$ cat config.mk
export PLATFORM = sky130hd
export DESIGN_NAME = sample_framer
export DESIGN_NICKNAME = d
export VERILOG_FILES = /design/src/rtl/sample_framer.sv
export SDC_FILE = /design/constraint.sdc
export NUM_CORES = 1
export LEC_CHECK = 0
export CORE_AREA = 2 2 45 47
export DETAILED_ROUTE_END_ITERATION = 8
export DIE_AREA = 0 0 47 49
export GPL_TIMING_DRIVEN = 0
export PLACE_DENSITY_LB_ADDON = 0.2
export SLEW_MARGIN = 20
export SYNTH_ARGS = -nofsm -noshare
export SYNTH_HDL_FRONTEND = slang
export SYNTH_SLANG_ARGS = --single-unit
$ cat constraint.sdc
create_clock -name clk -period 3.17 [get_ports clk]
set_input_delay 0.634 -clock clk [delete_from_list [all_inputs] [get_ports clk]]
set_output_delay 0.634 -clock clk [all_outputs]
set_load 0.005 [all_outputs]
$ cat src/rtl/sample_framer.sv
// Serial-to-parallel sample framer with a one-entry valid/ready output stage.
// Frames completed while the output is blocked are dropped and counted.
module sample_framer #(
    parameter int unsigned FRAME_LEN  = 3,
    parameter int unsigned DROP_CNT_W = 8
) (
    input  logic                  clk,
    input  logic                  rst,
    input  logic                  in_valid,
    input  logic                  in_bit,
    input  logic                  in_sof,
    output logic                  frm_valid,
    input  logic                  frm_ready,
    output logic [FRAME_LEN-1:0]  frm_data,
    output logic [DROP_CNT_W-1:0] drop_cnt,
    output logic                  overflow,
    output logic                  misalign
);

    localparam int unsigned SLOT_W = (FRAME_LEN > 2) ? $clog2(FRAME_LEN) : 1;

    typedef enum logic {
        EMPTY   = 1'b0,
        PARTIAL = 1'b1
    } state_t;

    state_t                  state, state_n;
    logic [SLOT_W-1:0]       slot, slot_n;
    logic [FRAME_LEN-1:0]    assembly, assembly_n;
    logic [FRAME_LEN-1:0]    frame_c;
    logic                    complete_c;

    logic                    frm_valid_n;
    logic [FRAME_LEN-1:0]    frm_data_n;
    logic [DROP_CNT_W-1:0]   drop_cnt_n;
    logic                    overflow_n;
    logic                    misalign_n;

    // Next-state: assembly FSM and output register handshake
    always_comb begin
        state_n     = state;
        slot_n      = slot;
        assembly_n  = assembly;
        frame_c     = assembly;
        complete_c  = 1'b0;
        misalign_n  = misalign;
        frm_valid_n = frm_valid;
        frm_data_n  = frm_data;
        drop_cnt_n  = drop_cnt;
        overflow_n  = overflow;

        if (in_valid) begin
            case (state)
                EMPTY: begin
                    assembly_n = FRAME_LEN'(in_bit);
                    slot_n     = SLOT_W'(1);
                    state_n    = PARTIAL;
                end
                PARTIAL: begin
                    if (in_sof) begin
                        // Realign: the marked sample restarts the frame at slot 0
                        misalign_n = 1'b1;
                        assembly_n = FRAME_LEN'(in_bit);
                        slot_n     = SLOT_W'(1);
                    end else begin
                        for (int i = 0; i < int'(FRAME_LEN); i++) begin
                            if (slot == SLOT_W'(i)) frame_c[i] = in_bit;
                        end
                        assembly_n = frame_c;
                        if (slot == SLOT_W'(FRAME_LEN - 1)) begin
                            complete_c = 1'b1;
                            slot_n     = '0;
                            state_n    = EMPTY;
                        end else begin
                            slot_n = slot + SLOT_W'(1);
                        end
                    end
                end
                default: begin
                    state_n = EMPTY;
                    slot_n  = '0;
                end
            endcase
        end

        if (complete_c) begin
            if (!frm_valid || frm_ready) begin
                frm_valid_n = 1'b1;
                frm_data_n  = frame_c;
            end else begin
                overflow_n = 1'b1;
                if (drop_cnt != '1) drop_cnt_n = drop_cnt + DROP_CNT_W'(1);
            end
        end else if (frm_valid && frm_ready) begin
            frm_valid_n = 1'b0;
        end
    end

    // State and output registers
    always_ff @(posedge clk) begin
        if (rst) begin
            state     <= EMPTY;
            slot      <= '0;
            assembly  <= '0;
            frm_valid <= 1'b0;
            frm_data  <= '0;
            drop_cnt  <= '0;
            overflow  <= 1'b0;
            misalign  <= 1'b0;
        end else begin
            state     <= state_n;
            slot      <= slot_n;
            assembly  <= assembly_n;
            frm_valid <= frm_valid_n;
            frm_data  <= frm_data_n;
            drop_cnt  <= drop_cnt_n;
            overflow  <= overflow_n;
            misalign  <= misalign_n;
        end
    end

endmodule
==> results by group, run 1 <==
Run status
  – Status: complete, no violations

Worst setup path
  – Worst r2r src: slot[1]$_SDFFE_PP0P_
  – Critical path class: input port to register
  – Worst Setup Start Kind: input port
  – Worst R2R Path Depth: 5
  – Critical Path RT: 3.34 ns
  – Setup slack, reg-to-reg: 1.30 ns
  – Crit path DAT: 2.47 ns
  – Crit-path max FO: 7
  – Reg2reg end: drop_cnt[5]$_SDFFE_PP0P_
  – CP endpoint kind: register

Place
  – GPL Wtd Cong: 0.8228
  – HPWL Detailed: 1294 um
  – Dpl cell area: 1092 sq um
  – Pre-CTS WS: 0.5567 ns
  – # port buffers: 18
  – Inst Count DP: 146

Floorplanning
  – DIE WIDTH: 47 um
  – Core Box Area: 1842 sq um
  – Row count: 16
  – # IOs: 20
  – Die height: 49 um
  – Starting density of the core: 0.4769
  – Die ar.: 2303 sq um

CTS
  – Clock sink count: 19
  – # hold bufs at CTS: 0
  – TritonCTS Buffers: 3
  – H-tree depth: 1
  – CTS Root Cell: clkbuf_4
  – CTS tree: done
  – Post-CTS sizing: 0
  – Max clock buf depth: 2
  – Clk slew on worst S/H paths: 0.09 ns
  – Setup bufs post-CTS: 0
  – Skew-Pair Late Insertion Delay: 0.28 ns

Min path
  – Hold Startpoint: overflow$_SDFFE_PP0P_
  – Hold Crit Class: register to register
  – Hold-critical path endpoint: overflow$_SDFFE_PP0P_
  – Hold path cells: 2

Power
  – Power per cell area: 346.6 nW/um^2
  – Flop pwr share: 0.633
  – Peak VDD IR: 0.1853 mV
  – Comb pwr share: 0.067
  – Total power: 387.8 uW
  – Leak Pwr: 0.0003631 uW
  – Clk pwr share: 0.299
  – Net switching power: 83.61 uW
  – Net Sw Frac: 0.2156
  – P_int: 304.1 uW

Route
  – Wire length per cell: 11.55 um
  – Routed wire length: 1732 um
  – Antenna viol nets, final: 0
  – Post-DR vias/cell: 5.300
  – First DRT Iteration DRCs: 8
  – Vias: 795
  – # DRC: 0
  – Pre-antenna DRT Iters: 4

Synth
  – Syn Inst Count: 101
  – Post-synth EDFFs: 0
  – Ys flop type: dfxtp_1
  – Top cells by instance count after synthesis: dfxtp_1, a21oi_1, nor2_1
  – Top post-synthesis cells by area: dfxtp_1, a21oi_1, nor2_1, or4_1, mux2i_1
  – Syn nets: 108
  – Seq cells post-synth: 19
  – Synth Area per Inst: 8.696 sq um
  – Synth top area share: 0.4330
  – Seq/Total Area, Yosys: 0.4330
  – Largest area contributor in the netlist: dfxtp_1
  – Mux contribution to synthesized area: 0.05983
  – Synthesized area: 878.3 sq um
  – Top-count cell post-synth: dfxtp_1
  – Synth Area in Simple Gates: 0.2749
  – Adder-Cell Fraction of Synth Area: 0.01425
  – Netlist cell types: 33
  – Ys Warns: 0
  – Post-synthesis xor/xnor area fraction: 0
  – Largest family of logic cells by synthesized area: simple AND/OR/NAND/NOR gates
  – Ys async rst share: 0
  – Post-synthesis compound-gate area fraction: 0.1567

Global routing
  – Global-route wire length before repair: 2960 um
  – Vias in the first global route: 685
  – Pin count of the biggest net entering global routing: 11
  – Grt total ovfl: 0
  – Initial antenna violation count: 0
  – Gr usage total: 0.1685

Finish
  – Area of the multi-input gates: 444.2 sq um
  – Final Cell Area: 1119 sq um
  – # fillers: 179
  – ANT cells: 0
  – Fin nets: 131
  – Final cell count without fillers: 150
  – Layout area overhead: 27.35%
  – Register area: 380.4 sq um
  – Layout cell share with drive strength beyond 1: 0.08130

STA
  – Period minus WS final: 2.301 ns
  – Achievable frequency: 434.5 MHz
  – Hold Violations, Final: 0
  – Worst-Margin Slew: 0.4518 ns
  – Rel. slew slack: 0.6988
  – Final setup viols: 0
  – Final period util: 0.7260
  – Final Max Slew Viols: 0
  – Setup TNS: 0 ns
  – Worst Clk Skew: 0.01249 ns
  – Final worst setup slack: 0.8687 ns
  – RSZ-0062 raised after global routing: no

Flow run
  – Max Cap Violations: 0
==> area by class of cell <==
cell class | instances | area share
inverter | 3 | 0.01007
buffer | 8 | 0.03803
tap | 27 | 0.03020
timing repair buffer | 18 | 0.1611
clock buffer | 4 | 0.02349
sequential | 19 | 0.3400
multi-input combinational | 71 | 0.3971
==> layout by cell type, fill, tap and decap left out, drive strengths merged, types with 4 or more instances in the layout <==
cell,count
dfxtp,19
clkdlybuf4s50,18
nor2,12
a21oi,12
clkbuf,9
nand3,5
or4,5
nor2b,4
==> layer usage <==
metal  GRT usage  wire length [um]
met1      0.2248               797
met4     0.03241                14
met5           0                 0
met3     0.03704                71
met2      0.2740               848
==> critical path: stages <==
cell and delay, ns:
clkdlybuf4s50_1 0.43, nand3b_1 0.19, or3b_1 0.37, buf_2 0.17, nor4_1 0.32, mux2_2 0.36
==> per-stage QoR <==
stage	hold WS [ns]	utilization
after floorplan	0.4421	-
after global placement	0.4344	0.5931
after detailed placement	0.4411	0.5931
after CTS	0.4566	0.6073
after global routing	0.4699	0.6073
final	0.4504	0.6073
==> cell families after synthesis <==
| family | after synthesis |
|---|---|
| buf+inv | 11 |
| simple gates | 42 |
| mux | 5 |
| fa+ha+maj | 1 |
| flops | 19 |
| compound gates | 23 |
==> how the worst max path moves through the flow <==
stage | cells after the start | end | slack [ns] | startpoint
after floorplan | 6 | drop_cnt[5]$_SDFFE_PP0P_ | 1.08 | in_valid
after global placement | 6 | drop_cnt[5]$_SDFFE_PP0P_ | 0.56 | in_sof
after detailed placement | 6 | drop_cnt[5]$_SDFFE_PP0P_ | 0.56 | in_sof
after CTS | 6 | drop_cnt[5]$_SDFFE_PP0P_ | 0.86 | in_sof
after global routing | 6 | drop_cnt[5]$_SDFFE_PP0P_ | 0.73 | in_sof
final | 6 | drop_cnt[5]$_SDFFE_PP0P_ | 0.87 | in_sof
==> power by group through the flow <==
stage / Sequential (uW) / Clock (uW) / Combinational (uW)
2_1_floorplan: 250 / 0 / 15.7
3_3_place_gp: 251 / 0 / 25.6
3_5_place_dp: 251 / 0 / 26.2
4_1_cts: 246 / 121 / 26.1
5_1_grt: 246 / 130 / 29.2
6_report: 246 / 116 / 26.0
==> state kept, by name, indices dropped and copies added, names as in the netlist <==
register / flops
slot: 2
misalign: 1
assembly: 2
frm_data: 3
frm_valid: 1
state: 1
drop_cnt: 8
overflow: 1
Power figures use the tool's default switching activity.
==> run 2, diff against run 1 <==
Settings changed: CORE_AREA 2 2 45 47 to 2 2 47 49, DIE_AREA 0 0 47 49 to 0 0 49 51.
Clock period 3.17 ns to 2.4 ns, I/O delays scaled along.
==> run 2 against run 1 <==
  * Clock power rose by 37%
  * Via count fell by 0.88%
  * Routed wire length rose by 0.17%
  * Highest routed layer unchanged
  * Sequential cell count did not move
  * Sequential share of layout area fell by 0.076 points
  * Critical path type unchanged
==> results by group, run 2 (synthesized netlist as in run 1, its figures left out) <==
Run status
  – Status: complete, no violations

Floorplanning
  – Die height: 51 um (+4.1%)
  – DIE WIDTH: 49 um (+4.3%)
  – Core Box Area: 2063 sq um (+12%)
  – Row count: 17 (+1)
  – Die ar.: 2499 sq um (+8.5%)
  – # IOs: 20 (unchanged)
  – Starting density of the core: 0.4257 (-0.05119)

Worst setup path
  – Crit path DAT: 2.32 ns (-0.15 ns)
  – Worst R2R Path Depth: 5 (unchanged)
  – Critical Path RT: 2.59 ns (-0.75 ns)
  – Reg2reg end: drop_cnt[5]$_SDFFE_PP0P_
  – Worst-path cell chain: clkdlybuf4s50_1 > nand3b_1 > or3b_1 > buf_2 > nor4_1 > mux2_2
  – CP max stage delay: 0.43 ns (about the same)
  – CP endpoint kind: register
  – Setup slack, reg-to-reg: 0.53 ns (-0.77 ns)
  – CP max-delay cell: clkdlybuf4s50_1
  – Crit-path max FO: 7 (unchanged)
  – Worst r2r src: slot[1]$_SDFFE_PP0P_
  – Critical path class: input port to register
  – Worst Setup Start Kind: input port

CTS
  – # hold bufs at CTS: 0 (unchanged)
  – Setup bufs post-CTS: 0 (unchanged)
  – TritonCTS Buffers: 3 (unchanged)
  – Clk slew on worst S/H paths: 0.11 ns (+0.02 ns)
  – H-tree depth: 1 (unchanged)
  – Post-CTS sizing: 0 (unchanged)
  – Clock sink count: 19 (unchanged)
  – Max clock buf depth: 2 (unchanged)
  – CTS Root Cell: clkbuf_4
  – CTS tree: done
  – Skew-Pair Late Insertion Delay: 0.29 ns (about the same)

Power
  – Leak Pwr: 0.0003659 uW (+0.75%)
  – Peak VDD IR: 0.3259 mV (+76%)
  – Power per cell area: 461.4 nW/um^2 (+33%)
  – Total power: 517.2 uW (+33%)

STA
  – Worst Clk Skew: 0.0008636 ns (-0.01163 ns)
  – Achievable frequency: 470.3 MHz
  – Worst-Margin Slew: 0.4471 ns (-0.004642 ns)
  – Period minus WS final: 2.127 ns
  – Final period util: 0.8861
  – RSZ-0062 raised after global routing: no
  – Hold Violations, Final: 0 (unchanged)
  – Final setup viols: 0 (unchanged)
  – Final Max Slew Viols: 0 (unchanged)
  – Rel. slew slack: 0.7019 (+0.003095)

Place
  – GPL Wtd Cong: 0.8443 (+2.6%)
  – Inst Count DP: 147 (+0.68%)
  – Dpl cell area: 1094 sq um (+0.11%)
  – HPWL Detailed: 1312 um (+1.4%)
  – # port buffers: 18 (unchanged)

Route
  – First DRT Iteration DRCs: 3 (-5)
  – Vias: 788 (-0.88%)
  – Antenna viol nets, final: 0 (unchanged)
  – Wire length per cell: 11.49 um (-0.49%)
  – Post-DR vias/cell: 5.219 (-1.5%)
  – Routed wire length: 1735 um (+0.17%)
  – # DRC: 0 (unchanged)
  – Pre-antenna DRT Iters: 4 (unchanged)

Finish
  – Regs by FF count: drop_cnt: 8 flops, frm_data: 3 flops
  – ANT cells: 0 (unchanged)
  – Most flop-heavy register: drop_cnt
  – Most frequent cells in the layout: dfxtp_1, clkdlybuf4s50_1, nor2_1, a21oi_1
  – # fillers: 214 (+20%)
  – Final cell count without fillers: 151 (+0.67%)
  – Fin nets: 131 (unchanged)
  – Final Cell Area: 1121 sq um (+0.22%)
  – Layout cell share with drive strength beyond 1: 0.08943 (+0.008130)
  – Commonest non-fill, non-tap cell in the layout: dfxtp_1
  – Post-layout util: 0.5434 (-0.06398)
  – Max reg flops: 8 (unchanged)
  – Layout area overhead: 27.64%

Global routing
  – Gr usage total: 0.1678 (-0.0006310)
  – Vias in the first global route: 770 (+12%)
  – Pin count of the biggest net entering global routing: 12 (+1)
  – Initial antenna violation count: 0 (unchanged)
  – Grt total ovfl: 0 (unchanged)
  – Global-route wire length before repair: 3236 um (+9.3%)

Min path
  – Hold Startpoint: overflow$_SDFFE_PP0P_
  – Hold Crit Class: register to register
  – Hold-critical path endpoint: overflow$_SDFFE_PP0P_
  – Hold path cells: 2 (unchanged)

Flow run
  – Max Cap Violations: 0 (unchanged)
==> run 2: critical path, delay by kind of cell <==
family                 cells  cell delay [ns]
AND/OR/NAND/NOR            3             0.87
buffers and inverters      2             0.59
multiplexers               1             0.36
==> run 2: per-layer routing <==
layer  vias to the layer above  routed length [um]  global-route usage
met1                       359                 782              0.1901
met2                        13                 869              0.3059
met5                         -                   0                   0
met4                         0                  31             0.08571
met3                         4                  52             0.02632
li1                        412                   -                   -
==> run 2: layout make-up <==
class	instances	area (sq um)	area share
Inverter	3	11.26	0.01004
Clock inverter	1	5.005	0.004464
Timing Repair Buffer	18	180.2	0.1607
Sequential cell	19	380.4	0.3393
Buffer	8	42.54	0.03795
Clock buffer	3	22.52	0.02009
Tap cell	28	35.03	0.03125
Multi-Input combinational cell	71	444.2	0.3962
==> run 2: where the power goes <==
| group | internal [uW] | switching (uW) |
|---|---|---|
| clock network | 62.0 | 96.8 |
| registers | 320 | 4.42 |
| logic | 17.5 | 16.6 |
| total | 399 | 118 |
==> run 2: worst max-delay path by stage <==
stage	start	to	cells past startpoint
CTS	in_sof	drop_cnt[5]$_SDFFE_PP0P_	6
global placement	in_sof	drop_cnt[5]$_SDFFE_PP0P_	6
finish	in_sof	drop_cnt[5]$_SDFFE_PP0P_	6
detailed placement	in_sof	drop_cnt[5]$_SDFFE_PP0P_	6
floorplan	in_valid	drop_cnt[5]$_SDFFE_PP0P_	6
global route	in_sof	drop_cnt[5]$_SDFFE_PP0P_	6
==> run 2: per-stage QoR <==
step                setup TNS [ns]  setup slack (ns)  hold slack (ns)
floorplan                        0            0.4631           0.4421
global placement          -0.04519          -0.04519           0.4365
detailed placement        -0.04199          -0.04199           0.4470
CTS                              0            0.2571           0.4630
global route                     0            0.1958           0.4854
finish                           0            0.2735           0.4548
